===== src/rtl/switch_pkg.sv =====
// Shared helpers for the input-buffered switch: flit geometry and port-index width.
// A flit is {tail, addr, data}, packed MSB to LSB.
package switch_pkg;

   // Total flit width for a given payload and address size.
   function automatic int bus_size(input int data_size, input int addr_size);
      return data_size + addr_size + 1;
   endfunction

   // Bit offset of the payload field.
   function automatic int data_lsb();
      return 0;
   endfunction

   // Bit offset of the destination-address field.
   function automatic int addr_lsb(input int data_size);
      return data_size;
   endfunction

   // Bit position of the tail flag.
   function automatic int tail_bit(input int data_size, input int addr_size);
      return data_size + addr_size;
   endfunction

   // Bits needed to hold a port index in 0..ports-1.
   function automatic int port_w(input int ports);
      return (ports <= 2) ? 1 : $clog2(ports);
   endfunction

endpackage


===== src/rtl/queue.sv =====
// Synchronous FIFO with 2**PTR_SIZE entries and a combinational head read.
// Pointers carry one extra wrap bit so full and empty are distinguishable.
module queue #(
   parameter int BUS_SIZE = 37,
   parameter int PTR_SIZE = 3
) (
   input  logic                clk,
   input  logic                a_rst,
   input  logic                push,
   input  logic                pop,
   input  logic [BUS_SIZE-1:0] din,
   output logic [BUS_SIZE-1:0] dout,
   output logic                full,
   output logic                empty
);
   localparam int DEPTH = 2 ** PTR_SIZE;

   logic [BUS_SIZE-1:0] mem [DEPTH];
   logic [PTR_SIZE:0]   wr_ptr;
   logic [PTR_SIZE:0]   rd_ptr;

   assign empty = (wr_ptr == rd_ptr);
   assign full  = (wr_ptr[PTR_SIZE] != rd_ptr[PTR_SIZE]) &&
                  (wr_ptr[PTR_SIZE-1:0] == rd_ptr[PTR_SIZE-1:0]);
   assign dout  = mem[rd_ptr[PTR_SIZE-1:0]];

   // Advance the pointers on accepted pushes and pops.
   // NOTE: state registers use <= so every block samples pre-edge values regardless of evaluation order.
   always_ff @(posedge clk or negedge a_rst) begin
      if (!a_rst) begin
         wr_ptr <= '0;
         rd_ptr <= '0;
      end else begin
         if (push && !full)  wr_ptr <= wr_ptr + 1'b1;
         if (pop  && !empty) rd_ptr <= rd_ptr + 1'b1;
      end
   end

   // Write storage.
   // NOTE: storage has no reset; the pointers make stale entries unreachable, and this keeps it mappable to RAM.
   always_ff @(posedge clk) begin
      if (push && !full) mem[wr_ptr[PTR_SIZE-1:0]] <= din;
   end

endmodule


===== src/rtl/rr_arbiter.sv =====
// Round-robin pick: one-hot grant to the first requester at or after ptr, cyclically.
module rr_arbiter
   import switch_pkg::*;
#(
   parameter int N = 5,
   parameter int W = port_w(N)
) (
   input  logic [N-1:0] req,
   input  logic [W-1:0] ptr,
   output logic [N-1:0] gnt
);
   // Scan from ptr, wrapping, and keep the first hit.
   // NOTE: every variable gets a value before any branch, so no path can infer a latch.
   always_comb begin
      logic         found;
      logic [W-1:0] idx;
      gnt   = '0;
      found = 1'b0;
      idx   = '0;
      for (int i = 0; i < N; i++) begin
         idx = W'((int'(ptr) + i) % N);
         if (!found && req[idx]) begin
            gnt[idx] = 1'b1;
            found    = 1'b1;
         end
      end
   end

endmodule


===== src/rtl/switch_ib.sv =====
// Input-buffered NoC switch: a FIFO per input, table routing, a round-robin
// arbiter and output register per output, optional wormhole locking.
// RT_TABLE packs the routing ROM: entry n (output port for destination n) at [n*PW +: PW].
module switch_ib
   import switch_pkg::*;
#(
   parameter int DATA_SIZE   = 32,
   parameter int ADDR_SIZE   = 4,
   parameter int PORTS_NUM   = 4,
   parameter int NODES_NUM   = 9,
   parameter int ADDR        = 0,
   parameter int MEM_LOG2    = 3,
   parameter logic [NODES_NUM*port_w(PORTS_NUM+1)-1:0] RT_TABLE = '0,
   parameter int PACKET_MODE = 0,
   localparam int BUS_SIZE   = bus_size(DATA_SIZE, ADDR_SIZE)
) (
   input  logic                             clk,
   input  logic                             a_rst,
   input  logic [PORTS_NUM:0]               wr_ready_in,
   output logic [PORTS_NUM:0]               r_ready_out,
   input  logic [BUS_SIZE*(PORTS_NUM+1)-1:0] data_i,
   output logic [PORTS_NUM:0]               wr_ready_out,
   input  logic [PORTS_NUM:0]               r_ready_in,
   output logic [BUS_SIZE*(PORTS_NUM+1)-1:0] data_o,
   output logic                             drop_o
);
   localparam int NP    = PORTS_NUM + 1;
   localparam int PW    = port_w(NP);
   localparam int A_LSB = addr_lsb(DATA_SIZE);
   localparam int T_BIT = tail_bit(DATA_SIZE, ADDR_SIZE);

   logic [NP-1:0]       full, empty, push, pop, drop_req, routable, can_load;
   logic [BUS_SIZE-1:0] head     [NP];
   logic [PW-1:0]       route    [NP];
   logic [PW-1:0]       rt       [2**ADDR_SIZE];
   logic [NP-1:0]       req      [NP];
   logic [NP-1:0]       arb_gnt  [NP];
   logic [NP-1:0]       gnt      [NP];
   logic [PW-1:0]       win      [NP];
   logic [PW-1:0]       ptr      [NP];
   logic [PW-1:0]       lock_src [NP];
   logic [NP-1:0]       locked;
   logic [NP-1:0]       out_valid;
   logic [BUS_SIZE-1:0] out_data [NP];

   assign push        = wr_ready_in & ~full;
   assign r_ready_out = ~full;
   assign wr_ready_out = out_valid;

   for (genvar n = 0; n < 2**ADDR_SIZE; n++) begin : g_rt
      if (n < NODES_NUM) begin : g_used
         assign rt[n] = RT_TABLE[n*PW +: PW];
      end else begin : g_unused
         assign rt[n] = '0;
      end
   end

   for (genvar p = 0; p < NP; p++) begin : g_in
      queue #(.BUS_SIZE(BUS_SIZE), .PTR_SIZE(MEM_LOG2)) u_queue (
         .clk  (clk),
         .a_rst(a_rst),
         .push (push[p]),
         .pop  (pop[p]),
         .din  (data_i[p*BUS_SIZE +: BUS_SIZE]),
         .dout (head[p]),
         .full (full[p]),
         .empty(empty[p])
      );
      assign data_o[p*BUS_SIZE +: BUS_SIZE] = out_data[p];
   end

   for (genvar o = 0; o < NP; o++) begin : g_arb
      rr_arbiter #(.N(NP), .W(PW)) u_arb (
         .req(req[o]),
         .ptr(ptr[o]),
         .gnt(arb_gnt[o])
      );
   end

   // Decode each head flit's destination into an output port, or flag it unroutable.
   always_comb begin
      for (int p = 0; p < NP; p++) begin
         route[p]    = rt[head[p][A_LSB +: ADDR_SIZE]];
         routable[p] = 1'b1;
         if (head[p][A_LSB +: ADDR_SIZE] == ADDR_SIZE'(ADDR))
            route[p] = PW'(PORTS_NUM);
         else if (int'(head[p][A_LSB +: ADDR_SIZE]) >= NODES_NUM)
            routable[p] = 1'b0;
         drop_req[p] = !empty[p] && !routable[p];
      end
   end

   // Build per-output request vectors, qualify grants by output space, and derive pops.
   always_comb begin
      pop = drop_req;
      for (int o = 0; o < NP; o++) begin
         can_load[o] = !out_valid[o] || r_ready_in[o];
         win[o]      = '0;
         for (int p = 0; p < NP; p++) begin
            req[o][p] = !empty[p] && routable[p] && (route[p] == PW'(o)) &&
                        (!locked[o] || (lock_src[o] == PW'(p)));
            if (arb_gnt[o][p]) win[o] = PW'(p);
         end
         gnt[o] = arb_gnt[o] & {NP{can_load[o]}};
         pop    = pop | gnt[o];
      end
   end

   // Output registers, round-robin pointers, wormhole locks and the drop pulse.
   always_ff @(posedge clk or negedge a_rst) begin
      if (!a_rst) begin
         drop_o    <= 1'b0;
         out_valid <= '0;
         locked    <= '0;
         for (int o = 0; o < NP; o++) begin
            out_data[o] <= '0;
            ptr[o]      <= '0;
            lock_src[o] <= '0;
         end
      end else begin
         drop_o <= |drop_req;
         for (int o = 0; o < NP; o++) begin
            if (|gnt[o]) begin
               out_valid[o] <= 1'b1;
               out_data[o]  <= head[win[o]];
               if (PACKET_MODE == 0 || head[win[o]][T_BIT])
                  ptr[o] <= (win[o] == PW'(PORTS_NUM)) ? '0 : win[o] + 1'b1;
               if (PACKET_MODE != 0) begin
                  if (head[win[o]][T_BIT]) begin
                     locked[o] <= 1'b0;
                  end else begin
                     locked[o]   <= 1'b1;
                     lock_src[o] <= win[o];
                  end
               end
            end else if (r_ready_in[o]) begin
               out_valid[o] <= 1'b0;
            end
         end
      end
   end

endmodule


===== config.mk =====
export PLATFORM = sky130hd
export DESIGN_NAME = switch_ib
export DESIGN_NICKNAME = d
export VERILOG_FILES = /design/src/rtl/switch_pkg.sv /design/src/rtl/queue.sv /design/src/rtl/rr_arbiter.sv /design/src/rtl/switch_ib.sv
export SDC_FILE = /design/constraint.sdc
export NUM_CORES = 1
export LEC_CHECK = 0
export ABC_AREA = 1
export BUFFER_PORTS_ARGS = -buffer_cell sky130_fd_sc_hd__buf_2
export CAP_MARGIN = 20
export CORE_AREA = 5 5 163 165
export DETAILED_ROUTE_END_ITERATION = 10
export DIE_AREA = 0 0 168 170
export PLACE_DENSITY = 0.67
export SETUP_SLACK_MARGIN = 0.1
export SYNTH_ARGS = -nofsm -noshare
export SYNTH_HDL_FRONTEND = slang
export SYNTH_SLANG_ARGS = --single-unit

===== constraint.sdc =====
create_clock -name clk -period 2.47 [get_ports clk]
set_clock_uncertainty 0.2 [all_clocks]
set_input_delay 0.1235 -clock clk [delete_from_list [all_inputs] [get_ports clk]]
set_output_delay 0.1235 -clock clk [all_outputs]
set_load 0.1 [all_outputs]

==> results.cfg, run 1 <==
[outcome]
outcome = completed

[clock_tree]
cts_buffer_depth = 3
cts_tree = yes
worst_skew_pair.late_latency_ns = 0.49
htree_num_levels = 1
cts_root_buf = clkbuf_16
cts_hold_buf = 28
ctsResizeCount = 0
clk_pin_slew_ns = 0.06
cts_buffers = 21
clock_sinks = 201
post_cts_buffers = 0

[pwr]
power_w = 0.0130
leakagePower_nw = 4.65
p_per_area_nw_per_um2 = 1210
ir_worst_vdd_uv = 945

[setup_path]
max_stage_delay_ns = 0.47
start_kind = register
cp-end-kind = primary output
crit_required_ns = 2.15
crit_slowest_cell = dfrtp_1
worstSetupPathType = register to primary output
cp_data_arrival_time_ns = 1.89
critPathMaxFanout = 7
path_cells = xnor2_1 > nand4_1 > buf_4 > buf_2

[floorplanning]
core_area_um2 = 24900
pin_count = 393
dieArea_um2 = 28600
die_w_um = 168
die_h_um = 170
start_util_pct = 39.4
row_count = 58

[timing]
fmax_ghz = 0.452
slew_viol_final = 0
setup_viol = 0
finalCritPeriodShare_pct = 89.6
worstMarginPinSlew_ns = 0.631
grt_setup_unrepaired = false
final.setup.tns_ns = 0
timing.slew.headroom_pct = 57.8
hold_violations = 0
min_period_ns = 2.21

[synthesis]
synth_top_area_share_pct = 49.0
ys_types = 27
synthArstFlopShare_pct = 20.4
ys.flop_type = edfxtp_1
netlist_top_cells_area = edfxtp_1, buf_4, dfrtp_1
syn_inst = 930
ys_seq_area_share_pct = 59.5
synth_area_um2 = 9810
ys_ff_latch = 201
synth_top_area_cell = edfxtp_1
ys.warnings.count = 20
synth-edff-count = 160
avgSynthCellArea_um2 = 10.5

[flow_run]
max_cap_violations = 0

[global_route]
grt_pass1_wl_um = 25100
grt_overflow = 0
grt_max_degree = 21
antenna_found_initial = 0
first_global_vias = 5074
grt_usage_pct = 10.6

[place]
port_buffers = 32
hpwl_um = 11500
postPlaceCellArea_um2 = 9780
gp_congestion = 0.757

[hold_path]
holdCritPathClass = input port to register

[drt]
first_pass_iters = 4
ant_nets = 0
drt-initial-drc-count = 258
wl_um = 16200
vias_per_cell = 4.09
drc_errors = 0
vias = 5561
wire_per_inst_um = 11.9

[final_layout]
diodes = 0
nFillCells = 2325
nets = 1224
drive_gt1_share_pct = 12.3
multi_input_area_um2 = 3000
areaGrowthSynthToFinish_pct = 9.84
fin_area_um2 = 10800
seqCellArea_um2 = 5830
-- logic make-up after synthesis --
kind of cell | count (synthesis) | share of synthesized area, %
flops | 201 | 59.5
buf+inv | 276 | 18.1
compound gates | 25 | 1.30
other cells | 1 | 0.0382
xor+xnor | 42 | 3.75
simple gates | 375 | 16.1
fa+ha+maj | 10 | 1.28
-- placed cells by master (no fill, tap or decap), types with 21 or more instances in the layout --
master,synthesis,routed
xor2_1,22,22
dfrtp_1,41,39
buf_2,1,32
edfxtp_1,160,160
nand3_1,28,28
inv_1,77,75
nor2_1,128,116
conb_1,1,190
nand2_1,178,176
clkbuf_16,0,21
dlygate4sd3_1,0,28
nor2_2,14,21
-- path summary, 6_finish.rpt --
kind	from	endpoint	slack, ns	depth (start not counted)
max	g_in[2].u_queue.rd_ptr[1]$_DFFE_PN0P_	r_ready_out[2]	0.26	4
min	data_i[183]	g_in[4].u_queue.mem[6][35]$_DFFE_PP_	0.26	2
max reg2reg	g_in[3].u_queue.rd_ptr[3]$_DFFE_PN0P_	g_in[3].u_queue.mem[6][34]$_DFFE_PP_	0.38	6
min reg2reg	g_in[3].u_queue.wr_ptr[3]$_DFFE_PN0P_	g_in[3].u_queue.wr_ptr[3]$_DFFE_PN0P_	0.28	1
max in group asynchronous	a_rst	g_in[3].u_queue.wr_ptr[0]$_DFFE_PN0P_	1.02	4
min in group asynchronous	a_rst	g_in[1].u_queue.wr_ptr[3]$_DFFE_PN0P_	0.52	3
-- report_power, final --
group	internal [W]	switching, W
combinational	0.00125	0.00357
sequential	0.00443	0.000600
clock	0.00195	0.00123
-- registers in the layout, summed over array words and instances (netlist names) --
signal	cells
drop_o	1
g_in.u_queue.mem	160
g_in.u_queue.rd_ptr	20
g_in.u_queue.wr_ptr	20
-- worst max-delay path: cells and delay by family, from the launching register on --
kind | cells | cell delay [ns]
buf+inv | 2 | 0.57
flops | 1 | 0.47
xor+xnor | 1 | 0.18
simple gates | 1 | 0.17
-- cell type report --
| class | instances | share of cell area (%) |
|---|---|---|
| sequential | 201 | 54.2 |
| multi-input combinational | 642 | 27.8 |
| clock buffer | 29 | 5.34 |
| timing repair buffer | 72 | 4.96 |
| tap | 330 | 3.83 |
| inverter | 79 | 2.75 |
| clock inverter | 8 | 1.14 |
-- routing by layer --
layer / wire length, um / up-vias / GRT usage [%] / share of wire [%]
li1: - / 2774 / - / -
met1: 7060 / 2553 / 14.5 / 44
met2: 7470 / 213 / 17.7 / 46
met3: 1390 / 21 / 1.90 / 8.6
met4: 270 / 0 / 2.75 / 1.7
met5: 0 / - / 0 / 0
-- through the flow --
step           hold WS (ns)  setup slack (ns)  utilization (%)  std cells
2_1_floorplan        -0.372            -0.279                -       1119
3_3_place_gp        -0.0721             0.394             39.3       1295
3_5_place_dp        -0.0601             0.389             39.3       1295
4_1_cts               0.241             0.233             43.2       1360
5_1_grt               0.268             0.183             43.3       1361
6_report              0.258             0.258             43.3       1361
-- synthesized netlist by cell type (2+ instances only) --
cell and n:
buf_4 194, nand2_1 178, edfxtp_1 160, nor2_1 128, inv_1 77, dfrtp_1 41, nand3_1 28, xor2_1 22
xnor2_1 20, o21ai_0 16, nor2_2 14, ha_1 10, nand2_2 8, o21ai_1 6, or2_4 5, nand4_1 4
nand3b_1 3, nor4_1 3, a21oi_1 2, inv_2 2, nand3_2 2, nor3_2 2
No activity file was read; power rests on OpenSTA's default activity.
==> run 2, diff against run 1 <==
--- a/config.mk
+++ b/config.mk
@@ -11,6 +11,7 @@
 export CORE_AREA = 5 5 163 165
 export DETAILED_ROUTE_END_ITERATION = 10
 export DIE_AREA = 0 0 168 170
+export GPL_TIMING_DRIVEN = 0
 export PLACE_DENSITY = 0.67
 export SETUP_SLACK_MARGIN = 0.1
 export SYNTH_ARGS = -nofsm -noshare
==> run 2 against run 1 <==
- register-to-register slack worse by 0.13 ns
- sequential share of layout area down 6.1 points
- critical path depth is 2 higher
- non-clock buffer count is 185 higher
- setup slack worse by 0.0073 ns
- worst hold slack better by 0.010 ns
- critical path type is now register to register
- highest routed layer unchanged
==> results.cfg, run 2 (synthesis results as in run 1) <==
[setup_path]
cp-end-kind = register
rr_startpoint = g_in[1].u_queue.rd_ptr[1]$_DFFE_PN0P_
cp-startpoint = g_in[1].u_queue.rd_ptr[1]$_DFFE_PN0P_
start_kind = register
worstSetupPathType = register to register
critPathMaxFanout = 7
cp_data_arrival_time_ns = 2.13
crit_required_ns = 2.38

[timing]
slew_viol_final = 0
finalCritPeriodShare_pct = 89.9
worstMarginPinSlew_ns = 0.859
final.setup.tns_ns = 0
fmax_ghz = 0.451
min_period_ns = 2.22
grt_setup_unrepaired = false
hold_violations = 0
setup_viol = 0
timing.slew.headroom_pct = 42.2

[final_layout]
areaGrowthSynthToFinish_pct = 23.9
final_cell_mix = buf_4, conb_1, nand2_1
diodes = 0
nets = 1408
fin_util_pct = 48.8
largest_reg_flops = 160
drive_gt1_share_pct = 25.7
layout_commonest_cell = buf_4

[global_route]
grt_overflow = 0
antenna_found_initial = 0
grt_busiest_layer = met2
grtUsageMet3_pct = 2.90
grt_usage_pct = 11.6
grt_util_met2_pct = 20.0
first_global_vias = 5689
grt_max_degree = 42
grt_use_met1_pct = 14.9
grt_pass1_wl_um = 27900

[drt]
wire_per_inst_um = 11.1
vias_per_cell = 3.84
drt-initial-drc-count = 329
drc_errors = 0
ant_nets = 0
vias = 5939
first_pass_iters = 4
wl_um = 17200

[pwr]
leakagePower_nw = 5.66
ir_worst_vdd_uv = 785
switchingPower_w = 0.00542
p_int_w = 0.00776
pwr-share-comb_pct = 38.8
clockPowerShare_pct = 23.4
p_sw_share_pct = 41.1
p_seq_share_pct = 37.8
p_per_area_nw_per_um2 = 1080

[place]
hpwl_um = 12500
gp_congestion = 0.756
port_buffers = 32

[floorplanning]
start_util_pct = 39.4
die_h_um = 170
dieArea_um2 = 28600
pin_count = 393
die_w_um = 168
row_count = 58
core_area_um2 = 24900

[hold_path]
holdCritPathClass = input port to register
min-delay-start = data_i[146]

[outcome]
outcome = completed

[clock_tree]
cts_root_buf = clkbuf_16
cts_buffer_depth = 3
cts_tree = yes
ctsResizeCount = 0
clock_sinks = 201
cts_buffers = 20
htree_num_levels = 1
worst_skew_pair.late_latency_ns = 0.49
clk_pin_slew_ns = 0.06

[flow_run]
max_cap_violations = 0
[run 2: area by class of cell]
type                            count  area (um^2)
Timing Repair Buffer               60          450
Fill cell                        2274        12700
Sequential cell                   201         5830
Tap cell                          330          413
Clock buffer                       24          537
Buffer                            197         1480
Clock inverter                     12          139
Inverter                           79          297
Multi-Input combinational cell    642         3000
[run 2: power groups by stage]
| stage | sequential, W | combinational, W | clock (W) |
|---|---|---|---|
| floorplan | 0.00492 | 0.00439 | 0 |
| global placement | 0.00503 | 0.00501 | 0 |
| detailed placement | 0.00505 | 0.00510 | 0 |
| CTS | 0.00499 | 0.00514 | 0.00316 |
| global route | 0.00507 | 0.00568 | 0.00332 |
| finish | 0.00498 | 0.00511 | 0.00309 |
[run 2: final timing paths]
| kind | end | slack, ns | cells after the start |
|---|---|---|---|
| max in group asynchronous | g_in[2].u_queue.wr_ptr[0]$_DFFE_PN0P_ | 1.31 | 4 |
| setup / recovery | g_in[1].u_queue.mem[6][32]$_DFFE_PP_ | 0.25 | 6 |
| setup reg to reg | g_in[1].u_queue.mem[6][32]$_DFFE_PP_ | 0.25 | 6 |
| hold / removal | g_in[3].u_queue.mem[3][35]$_DFFE_PP_ | 0.27 | 2 |
| hold reg to reg | g_in[2].u_queue.wr_ptr[3]$_DFFE_PN0P_ | 0.28 | 1 |
| min in group asynchronous | g_in[1].u_queue.wr_ptr[0]$_DFFE_PN0P_ | 0.33 | 3 |
[run 2: worst max-delay path: stages, from the launching register on]
cell	delay (ns)
dfrtp_1	0.48
xnor2_1	0.17
nand2_1	0.08
nor2_1	0.06
nand2_2	0.09
nand2_2	0.10
nor4_1	0.67
[run 2: stage by stage]
| step | setup WS (ns) | cells | power [W] | hold slack [ns] | cell area (um^2) |
|---|---|---|---|---|---|
| floorplan | -0.279 | 1119 | 0.00931 | -0.372 | 10600 |
| global placement | 0.310 | 1481 | 0.0100 | 0.137 | 11200 |
| detailed placement | 0.287 | 1481 | 0.0101 | 0.145 | 11200 |
| CTS | 0.258 | 1543 | 0.0133 | 0.170 | 12100 |
| global route | 0.100 | 1545 | 0.0141 | 0.280 | 12100 |
| finish | 0.250 | 1545 | 0.0132 | 0.268 | 12100 |
[run 2: timing repair]
item                                   CTS  global route
buffers inserted                         0             0
endpoints found under the hold margin  261             3
hold buffers                            26             1
[run 2: layer usage]
metal	part of all wire (%)	routed length, um
met5	0	0
met4	1.1	195
met3	9.8	1690
met2	47	8030
met1	42	7250
